<file path="config.mk">
export PLATFORM = sky130hd
export DESIGN_NAME = pop_reader
export DESIGN_NICKNAME = d
export VERILOG_FILES = /design/src/rtl/pop_reader_pkg.sv /design/src/rtl/pop_reader_stream_out_reg.sv /design/src/rtl/pop_reader.sv
export SDC_FILE = /design/constraint.sdc
export NUM_CORES = 1
export LEC_CHECK = 0
export CORE_ASPECT_RATIO = 1.25
export CORE_MARGIN = 5
export CORE_UTILIZATION = 25
export DETAILED_ROUTE_END_ITERATION = 7
export GPL_TIMING_DRIVEN = 1
export PLACE_DENSITY = 0.49
export RECOVER_POWER = 100
export SLEW_MARGIN = 5
export SYNTH_ARGS = -nofsm -noshare
export SYNTH_HDL_FRONTEND = slang
export SYNTH_SLANG_ARGS = --single-unit
</file>
<file path="constraint.sdc">
create_clock -name clk -period 2.5 [get_ports clk]
set_clock_uncertainty 0.15 [all_clocks]
set_input_delay 0.25 -clock clk [delete_from_list [all_inputs] [get_ports clk]]
set_output_delay 0.25 -clock clk [all_outputs]
set_load 0.005 [all_outputs]
</file>
<file path="src/rtl/pop_reader_pkg.sv">
// Shared constants and FSM state type for the population buffer and pop_reader.
package pop_reader_pkg;

    localparam int DEF_POPSIZE    = 100;
    localparam int DEF_FRAME_SIZE = DEF_POPSIZE;
    localparam int DEF_DATA_WIDTH = 8;

    typedef enum logic [1:0] {
        IDLE = 2'd0,
        REQ  = 2'd1,
        WAIT = 2'd2
    } pop_state_t;

    // Index width, never below one bit so degenerate sizes still elaborate.
    function automatic int idx_width(input int n);
        return (n > 1) ? $clog2(n) : 1;
    endfunction

endpackage

</file>
<file path="src/rtl/pop_reader_stream_out_reg.sv">
// Output holding register and valid/ready handshake for the pop_reader sample stream.
module stream_out_reg
    import pop_reader_pkg::*;
#(
    parameter int DATA_WIDTH = DEF_DATA_WIDTH,
    parameter int IDX_WIDTH  = idx_width(DEF_POPSIZE)
) (
    input  logic                  clk,
    input  logic                  rst,
    input  logic                  load,
    input  logic [DATA_WIDTH-1:0] load_data,
    input  logic [IDX_WIDTH-1:0]  load_index,
    input  logic                  load_first,
    input  logic                  load_last,
    input  logic                  out_ready,
    output logic                  out_valid,
    output logic [DATA_WIDTH-1:0] out_data,
    output logic [IDX_WIDTH-1:0]  out_index,
    output logic                  out_first,
    output logic                  out_last,
    output logic                  frame_done,
    output logic                  slot_free
);

    logic xfer;

    assign xfer      = out_valid && out_ready;
    assign slot_free = !out_valid || out_ready;

    always_ff @(posedge clk or negedge rst) begin
        if (!rst) begin
            out_valid  <= 1'b0;
            out_data   <= '0;
            out_index  <= '0;
            out_first  <= 1'b0;
            out_last   <= 1'b0;
            frame_done <= 1'b0;
        end else begin
            frame_done <= xfer && out_last;
            // A load only ever arrives when the slot is empty or draining this cycle.
            if (load) begin
                out_valid <= 1'b1;
                out_data  <= load_data;
                out_index <= load_index;
                out_first <= load_first;
                out_last  <= load_last;
            end else if (xfer) begin
                out_valid <= 1'b0;
            end
        end
    end

endmodule

</file>
<file path="src/rtl/pop_reader.sv">
// Scans a population buffer frame by frame and streams its entries with valid/ready.
//   state | meaning
//   IDLE  | waiting for a fresh frame (new_data or pending)
//   REQ   | issue a read for addr once the output slot is free
//   WAIT  | capture the one-cycle read response, or re-request if none came
module pop_reader
    import pop_reader_pkg::*;
#(
    parameter int POPSIZE    = DEF_POPSIZE,
    parameter int DATA_WIDTH = DEF_DATA_WIDTH,
    localparam int AW        = idx_width(POPSIZE)
) (
    input  logic                  clk,
    input  logic                  rst,
    input  logic                  new_data,
    input  logic                  data_vld,
    input  logic [DATA_WIDTH-1:0] data_out,
    output logic [AW-1:0]         read_addr,
    output logic                  rd_rqst,
    output logic [DATA_WIDTH-1:0] out_data,
    output logic [AW-1:0]         out_index,
    output logic                  out_valid,
    input  logic                  out_ready,
    output logic                  out_first,
    output logic                  out_last,
    output logic                  frame_done,
    output logic                  overrun
);

    localparam logic [AW-1:0] LAST_ADDR = AW'(POPSIZE - 1);

    pop_state_t    state, state_nxt;
    logic [AW-1:0] addr, addr_nxt;
    logic          pending, pending_nxt;
    logic          overrun_set;
    logic          load;
    logic          slot_free;

    always_ff @(posedge clk or negedge rst) begin
        if (!rst) begin
            state   <= IDLE;
            addr    <= '0;
            pending <= 1'b0;
            overrun <= 1'b0;
        end else begin
            state   <= state_nxt;
            addr    <= addr_nxt;
            pending <= pending_nxt;
            if (overrun_set) begin
                overrun <= 1'b1;
            end
        end
    end

    always_comb begin
        state_nxt   = state;
        addr_nxt    = addr;
        pending_nxt = pending;
        rd_rqst     = 1'b0;
        load        = 1'b0;

        // A second frame arriving while one is already queued is dropped.
        overrun_set = new_data && pending;
        if (new_data && !pending) begin
            pending_nxt = 1'b1;
        end

        case (state)
            IDLE: begin
                if (new_data || pending) begin
                    addr_nxt    = '0;
                    pending_nxt = 1'b0;
                    state_nxt   = REQ;
                end
            end
            REQ: begin
                if (slot_free) begin
                    rd_rqst   = 1'b1;
                    state_nxt = WAIT;
                end
            end
            WAIT: begin
                if (data_vld) begin
                    load = 1'b1;
                    if (addr == LAST_ADDR) begin
                        state_nxt = IDLE;
                    end else begin
                        addr_nxt  = addr + AW'(1);
                        state_nxt = REQ;
                    end
                end else begin
                    state_nxt = REQ;
                end
            end
            default: begin
                state_nxt = IDLE;
            end
        endcase
    end

    assign read_addr = addr;

    stream_out_reg #(
        .DATA_WIDTH (DATA_WIDTH),
        .IDX_WIDTH  (AW)
    ) u_stream_out_reg (
        .clk        (clk),
        .rst        (rst),
        .load       (load),
        .load_data  (data_out),
        .load_index (addr),
        .load_first (addr == '0),
        .load_last  (addr == LAST_ADDR),
        .out_ready  (out_ready),
        .out_valid  (out_valid),
        .out_data   (out_data),
        .out_index  (out_index),
        .out_first  (out_first),
        .out_last   (out_last),
        .frame_done (frame_done),
        .slot_free  (slot_free)
    );

endmodule
</file>
After elaboration in Yosys (flattened, before gate mapping)
Index checks and enable logic that the tools add are counted.
- $add $sub $neg: 1
- eq/ne operators: 7
- mux-type cells: 18
- reductions and logical operators: 14
- operators by type and width (kind ; count):
    2-to-1 mux 7 bit ; 3
    case mux 7 bit (2 select lines) ; 1
    2-to-1 mux 1 bit ; 10
    inequality test 2 bit (second input constant) ; 4
    adder 7 x 1 -> 7 bit (second input constant) ; 1
    equality test 7 bit (second input constant) ; 1
    logical NOT 7 bit ; 1
    2-to-1 mux 2 bit ; 3
    case mux 2 bit (3 select lines) ; 1
    logical AND 1 bit ; 4
    AND reduction 4 bit ; 1
    nonzero test 2 bit ; 2
    equality test 2 x 1 -> 1 bit (second input constant) ; 1
    equality test 2 bit (second input constant) ; 1
    logical NOT 1 bit ; 2
    logical NOT 2 bit ; 1
    logical OR 1 bit ; 2
    AND reduction 2 bit ; 1
- register bits: 30
- output and inout port bits: 28
- word-level logic and storage cells: 50

Depth between registers and ports, before layout
Gate-level depths: netlist of the first run.
- word-level depth: 5
- mapped depth: 6

By module
From an unflattened synthesis of the first run, not the netlist that was laid out.
- cells, all modules: 107
- area, all modules: 1372.6 um2
- modules (own cells, without submodules) (module ; instances ; cells each ; area an instance (um2) ; sequential area each (um2)):
    stream_out_reg ; 1 ; 41 ; 750.7 ; 475.5
    pop_reader ; 1 ; 66 ; 621.8 ; 275.3

Least setup slack after synthesis of the first run
OpenSTA, ideal clock, no wires.
- path kind: register -> register
- start point: reg addr[0] (netlist: read_addr[0])
- end point: reg addr[1] (netlist: read_addr[1])
- setup time: 120 ps
- arrival: 1519 ps
- required time: 2230 ps
- slack: 710 ps
- cell stages (with the launch flop): 5
- period minus slack after synthesis: 1790 ps
- path through: dfrtp_1 > ha_1 > nand4_1 > or4_1 > a41o_1
- cells in the longest elaborated chain, start to end: 4
- elaborated cells on any way between the ends: 7
- classes of those cells: add/sub (1); eq/ne (2); mux (3); reduce/logical (1)
- RTL lines (item ; RTL line ; text):
    start, declared ; pop_reader.sv:33 ; logic [AW-1:0] addr, addr_nxt;
    start signal, assigned ; pop_reader.sv:47 ; addr <= addr_nxt;
    adder 7 x 1 -> 7 bit ; pop_reader.sv:88 ; addr_nxt = addr + AW'(1);
    2-to-1 mux 7 bit ; pop_reader.sv:85 ; if (addr == LAST_ADDR) begin
    2-to-1 mux 7 bit ; pop_reader.sv:83 ; if (data_vld) begin
    case mux 7 bit (2 select lines) ; pop_reader.sv:68 ; case (state)
Parallel ways exist; a longest one is shown, timed or not. The select of a mux whose other input is x is not followed.
A chain may end at the register's enable or synchronous reset.

Worst setup path in the final report of the first run
- start point: reg state[1]
- end point: reg u_stream_out_reg.out_data[1]
- cells in the longest elaborated chain, start to end: 2
- RTL lines (item ; RTL line ; text):
    start, declared ; pop_reader.sv:32 ; pop_state_t state, state_nxt;
    start signal, assigned ; pop_reader.sv:46 ; state <= state_nxt;
    equality test 2 bit ; pop_reader.sv:68 ;
    2-to-1 mux 1 bit ; pop_reader.sv:68 ;
    end signal, assigned ; pop_reader_stream_out_reg.sv:43 ; out_data <= load_data;
    end, declared ; pop_reader_stream_out_reg.sv:17 ; output logic [DATA_WIDTH-1:0] out_data,
No other way between the ends.

==> reports/qor.csv, run 1 <==
stage,metric,value,unit
run_status,run status,completed,
setup_path,worst r2r src,state[1],
finish,fin area,0.00188,mm²
yosys,top-count cell post-synth,dfrtp_1,
finish,layout cell share with drive strength beyond 1,14.1,%
yosys,commonest cells in the synthesized netlist,"30 x dfrtp_1, 13 x mux2_2, 8 x o21ai_0, 6 x nand2_1",
finish,FF/Latch Area,751,µm²
finish,Layout Nets,171,
worst_hold_path,Hold WC Path Type,in2async,
yosys,top cell type's share of synthesized area,54.5,%
floorplanning,initial core utilization,25.5,%
sta,"Slew Viols, Final",0,
placement,Final Wtd Congestion,0.776,
setup_path,crit-path max cell delay,560,ps
clocking,CTS tree,built,
sta,Peak Freq,463,MHz
setup_path,terminus of the critical flop-to-flop path,u_stream_out_reg.out_data[1],
yosys,Seq cells post-synth,30,
finish,Diodes inserted,0,
setup_path,Worst R2R Setup Slack,340,ps
global_routing,met2 Usage GRT,16.6,%
floorplanning,DIE HEIGHT,93.0,µm
clocking,CTS Sinks,30,
sta,min cycle time layout,2160,ps
yosys,net count after synthesis,131,
global_routing,first-pass GRT wire length,5.52,mm
routing,Routed wire per std cell,14.6,µm
floorplanning,Die Width,76.4,µm
floorplanning,I/O pin total,41,
setup_path,Crit Path Class,reg2reg,
global_routing,all-layer global routing usage,9.60,%
floorplanning,core box area,0.00541,mm²
power_and_ir_drop,maximum vdd ir drop,0.408,mV
finish,area of the multi-input gates,546,µm²
routing,Vias/cell,4.77,
power_and_ir_drop,P per Cell Area,858,mW/mm²
setup_path,worst-path maximum fanout,9,
yosys,synth top area cells,"dfrtp_1 54%, mux2_2 11%, o21ai_0 2.9%, o31ai_1 2.7%, nor2b_4 2.0%",
sta,"Period Utilization, post-route",86.3,%
setup_path,R2R depth,3,
finish,Layout area overhead,36.4,%
setup_path,Crit-path slowest cell,and2_0,
job,max_cap viols,0,
yosys,Post-Syn Instances,116,
routing,Initial DRC Count,34,
yosys,number of synthesized flops with an enable pin,0,
yosys,"FFs w/ async S/R, synth",100,%
sta,Final setup viols,0,
setup_path,Critical Path RT,2510,ps
setup_path,Critical Path End Type,flip-flop,
setup_path,critical path arrival,2170,ps
placement,Placed Cells,213,
placement,number of I/O port buffers,40,
routing,drt total wl,3.21,mm
finish,fill count,564,
clocking,H-Tree Depth,2,
yosys,"Avg Cell Area, Syn",11.9,µm²
clocking,CTS buffer count,5,
global_routing,vias in the first global route,1153,
routing,vias,1049,
clocking,post-CTS setup buffers,0,
floorplanning,die area,0.00710,mm²
routing,DRC Markers,0,
clocking,clk_lat worst skew,280,ps
finish,final non-filler cell total,220,
clocking,clk buf depth,2,
clocking,"Clk pin slew, worst setup/hold paths",60,ps
yosys,ys flop type,dfrtp_1,
global_routing,pin count of the biggest net entering global routing,31,
global_routing,met1 usage,10.8,%
yosys,synth unique cells,33,
setup_path,Startpoint Class,flip-flop,
sta,unrepaired setup endpoints after global routing,no,
setup_path,Setup crit start,state[1],
routing,post-route ant nets,0,
sta,Hold Slack,276,ps
placement,detailed placer's ending HPWL,2.38,mm
placement,placed cell areas,0.00181,mm²
setup_path,"Critical Path, Cell by Cell","nor2b_1, and2_0, mux2_2",
yosys,"Cell Area, Synth",0.00138,mm²
global_routing,grt ovf,0,
clocking,cts repair resizes,0,
sta,worst slew pin tran,588,ps
sta,Relative slew margins,60.8,%
clocking,hold_buf cts,0,
global_routing,most used routing layer in global routing,met2,
power_and_ir_drop,Leakage,0.854,nW
global_routing,met3 usage,3.95,%
yosys,cell accounting for the most synthesized area,dfrtp_1,
routing,DRT Pass-1 Iters,4,
clocking,Root Buffer,clkbuf_8,
sta,Setup TNS Final,0,ps
global_routing,antenna violations before repair,0,
sta,final hold violations,0,
floorplanning,Site Rows,30,
yosys,"Seq/Total Area, Yosys",54.5,%
yosys,Yosys Warn Count,0,
## per-layer routing
layer,vias to the layer above,share of wire (%)
met5,-,0
met4,0,1.2
met3,4,7.1
met2,34,50
met1,514,41
li1,497,-
## cell families after synthesis
| logic type | synth area share [%] |
|---|---|
| fa+ha+maj | 1.82 |
| flops | 54.5 |
| compound gates | 10.9 |
| mux | 10.6 |
| buf+inv | 5.36 |
| simple gates | 16.8 |
## power by group
part | leakage [nW] | internal [W] | switching, W
clock | 0.0383 | 0.000191 | 0.000169
combinational | 0.428 | 0.000314 | 0.000219
sequential | 0.388 | 0.000613 | 0.000105
total | 0.854 | 0.00112 | 0.000494
## area by class of cell
class	count	area share [%]
multi-input combinational	73	29.0
timing repair buffer	41	21.7
clock buffer	7	4.06
inverter	5	0.999
tap	64	4.26
sequential	30	39.9
## cell usage in the layout (no fill, tap or decap), drive strengths merged, types with 2 or more instances in the layout
master and instances:
and2 2, nor2b 3, ha 2, nand2 7, o21ai 8, nor2 3, nand4 3, o31ai 5
dlygate4sd3 31, nor3b 2, or4 2, nand2b 2, inv 5, dfrtp 30, nor3 4, nand3 5
mux2 13, clkbuf 7, clkdlybuf4s50 9
## metrics by stage
stage / util [%] / setup slack, ps / power, W
CTS: 34.9 / 473 / 0.00170
global route: 34.8 / 169 / 0.00172
finish: 34.8 / 342 / 0.00161
floorplan: - / 710 / 0.00103
detailed placement: 33.5 / 498 / 0.00133
global placement: 33.5 / 486 / 0.00131
## worst max path at each step
| stage | to | slack [ps] | depth (start not counted) |
|---|---|---|---|
| floorplan | read_addr[1] | 710 | 4 |
| CTS | state[0] | 470 | 5 |
| global placement | state[0] | 490 | 5 |
| finish | u_stream_out_reg.out_data[1] | 340 | 3 |
| global route | read_addr[5] | 170 | 4 |
| detailed placement | state[0] | 500 | 5 |
## worst max-delay path: cells and delay by family (launching register included)
kind	cells	cell delay, ps
flops	1	480
mux	1	400
simple gates	2	990
## flip-flops by register name, indices dropped and copies added, names as in the netlist
signal                       count
pending                          1
u_stream_out_reg.out_valid       1
u_stream_out_reg.out_index       7
u_stream_out_reg.out_first       1
overrun                          1
u_stream_out_reg.frame_done      1
state                            2
u_stream_out_reg.out_last        1
u_stream_out_reg.out_data        8
read_addr                        7
Note: power is estimated with default switching activity, not from simulation.
==> run 2: changes to the inputs <==
- GPL_TIMING_DRIVEN: 1 -> default
- PLACE_DENSITY: 0.49 -> 0.45
==> run 2 against run 1 <==
Compared with the run above: total power is 0.11% lower; hold slack improved by 4.1 ps; die area did not move; combinational power is essentially flat; clock-buffer cell count stayed put; setup slack better by 39 ps; final cell count is the same; final area did not move; core utilization stayed put; maximum frequency is 1.8% higher; critical endpoint is now rd_rqst; sequential share of layout area unchanged.
==> reports/qor.csv, run 2 (same netlist as run 1, synthesis figures left out) <==
stage,metric,value,unit,change
finish,fill count,552,,-2.1%
power_and_ir_drop,maximum vdd ir drop,0.312,mV,-24%
clocking,Root Buffer,clkbuf_8,,
setup_path,terminus of the critical flop-to-flop path,u_stream_out_reg.out_data[3],,
global_routing,grt ovf,0,,unchanged
setup_path,Worst path depth,4,,+1
setup_path,crit-path max cell delay,580,ps,+20 ps
setup_path,worst-path maximum fanout,4,,-5
routing,DRT Pass-1 Iters,4,,unchanged
setup_path,R2R depth,3,,unchanged
floorplanning,core box area,0.00541,mm²,unchanged
global_routing,all-layer global routing usage,9.60,%,about the same
setup_path,cell mode on critical path,dlygate4sd3_1,,
finish,Layout area overhead,36.4,%,unchanged
setup_path,Critical Path RT,2100,ps,-410 ps
global_routing,vias in the first global route,1066,,-7.5%
sta,unrepaired setup endpoints after global routing,no,,
worst_hold_path,Hold WC Path Type,in2async,,
finish,Diodes inserted,0,,unchanged
floorplanning,I/O pin total,41,,unchanged
placement,number of I/O port buffers,40,,unchanged
floorplanning,die area,0.00710,mm²,unchanged
routing,post-route ant nets,0,,unchanged
sta,Relative slew margins,66.4,%,+5.6 points
clocking,hold_buf cts,0,,unchanged
setup_path,Crit Path Class,in2out,,
clocking,post-CTS setup buffers,0,,unchanged
placement,Final Wtd Congestion,0.790,,+1.8%
finish,Layout Nets,171,,unchanged
sta,final hold violations,0,,unchanged
sta,"Period Utilization, post-route",84.8,%,-1.5 points
sta,Setup TNS Final,0,ps,unchanged
finish,layout cell share with drive strength beyond 1,14.1,%,unchanged
finish,"commonest non-fill, non-tap cell in the layout",dlygate4sd3_1,,
routing,Initial DRC Count,54,,+59%
routing,Routed wire per std cell,15.2,µm,+3.8%
power_and_ir_drop,Power Total,0.00161,W,-0.11%
power_and_ir_drop,Leakage,0.855,nW,+0.11%
sta,"Slew Viols, Final",0,,unchanged
placement,placed cell areas,0.00181,mm²,unchanged
setup_path,critical path arrival,1720,ps,-450 ps
clocking,cts repair resizes,0,,unchanged
setup_path,Startpoint Class,input pin,,
setup_path,"Critical Path, Cell by Cell","dlygate4sd3_1, nor2b_1, nor3b_1, dlygate4sd3_1",,
routing,vias,1030,,-1.8%
setup_path,Critical Path End Type,output port,,
setup_path,worst r2r src,state[1],,
placement,detailed placer's ending HPWL,2.34,mm,-1.7%
floorplanning,DIE HEIGHT,93.0,µm,unchanged
clocking,CTS Sinks,30,,unchanged
clocking,"Clk pin slew, worst setup/hold paths",60,ps,about the same
global_routing,first-pass GRT wire length,5.49,mm,-0.51%
floorplanning,initial core utilization,25.5,%,unchanged
floorplanning,Site Rows,30,,unchanged
sta,Peak Freq,472,MHz,+1.8%
finish,Top reg by flops,u_stream_out_reg.out_data,,
power_and_ir_drop,P per Cell Area,857,mW/mm²,-0.11%
sta,fin worst setup slack,381,ps,+38.5 ps
clocking,CTS buffer count,5,,unchanged
finish,fin area,0.00188,mm²,unchanged
global_routing,pin count of the biggest net entering global routing,31,,unchanged
sta,Final setup viols,0,,unchanged
setup_path,Worst R2R Setup Slack,410,ps,+70 ps
clocking,H-Tree Depth,2,,unchanged
routing,DRC Markers,0,,unchanged
routing,Vias/cell,4.68,,-1.8%
placement,Post-Place Worst Slack,490,ps,-7.84 ps
finish,"commonest non-fill, non-tap cells in the layout","31 x dlygate4sd3_1, 30 x dfrtp_1, 13 x mux2_2",,
setup_path,Top Family by Delay on Critical Path,buffers and inverters,,
sta,worst slew pin tran,500,ps,-87.7 ps
finish,max FFs per register,8,,unchanged
clocking,clk_lat worst skew,280,ps,about the same
floorplanning,Die Width,76.4,µm,unchanged
setup_path,Crit-path slowest cell,dlygate4sd3_1,,
run_status,run status,completed,,
setup_path,WP buf/inv,2,,+2
global_routing,antenna violations before repair,0,,unchanged
clocking,clk buf depth,2,,unchanged
sta,min cycle time layout,2120,ps,-38.5 ps
clocking,CTS tree,built,,
sta,Hold Slack,281,ps,+4.15 ps
routing,drt total wl,3.33,mm,+3.8%
job,max_cap viols,0,,unchanged
run 2: cell count changes in the layout (fill, tap and decap cells not counted):
| cell | before | now |
|---|---|---|
| and2_1 | 1 | 2 |
| and2_0 | 1 | 0 |
run 2: worst max path at each step:
| stage | start | endpoint | slack [ps] |
|---|---|---|---|
| final | out_ready | rd_rqst | 380 |
| after global routing | state[1] | read_addr[5] | 230 |
| after CTS | read_addr[0] | state[0] | 460 |
| after detailed placement | read_addr[0] | state[0] | 490 |
| after global placement | read_addr[0] | state[0] | 470 |
| after floorplan | read_addr[0] | read_addr[1] | 710 |
run 2: cell type report:
class	count	area [µm²]	area share (%)
Inverter	5	18.8	0.999
Multi-Input combinational cell	73	546	29.0
Tap cell	64	80.1	4.26
Sequential cell	30	751	39.9
Clock buffer	7	76.3	4.06
Timing Repair Buffer	41	408	21.7
run 2: layer usage:
metal / vias to the layer above / global-route usage, % / routed length (µm)
met5: - / 0 / 0
met4: 0 / 3.06 / 34
met3: 5 / 4.62 / 295
met2: 34 / 15.8 / 1610
met1: 492 / 11.0 / 1390
li1: 499 / - / -
run 2: metrics by stage:
| step | instances | util (%) |
|---|---|---|
| 4_1_cts | 220 | 34.9 |
| 6_report | 220 | 34.8 |
| 2_1_floorplan | 116 | - |
| 3_5_place_dp | 213 | 33.5 |
| 3_3_place_gp | 213 | 33.5 |
| 5_1_grt | 220 | 34.8 |
run 2: report_power, final:
part	total (W)	leakage [nW]	internal [W]	switching (W)
sequential	0.000722	0.388	0.000613	0.000109
clock	0.000358	0.0383	0.000191	0.000167
combinational	0.000531	0.429	0.000314	0.000217
total	0.00161	0.855	0.00112	0.000493
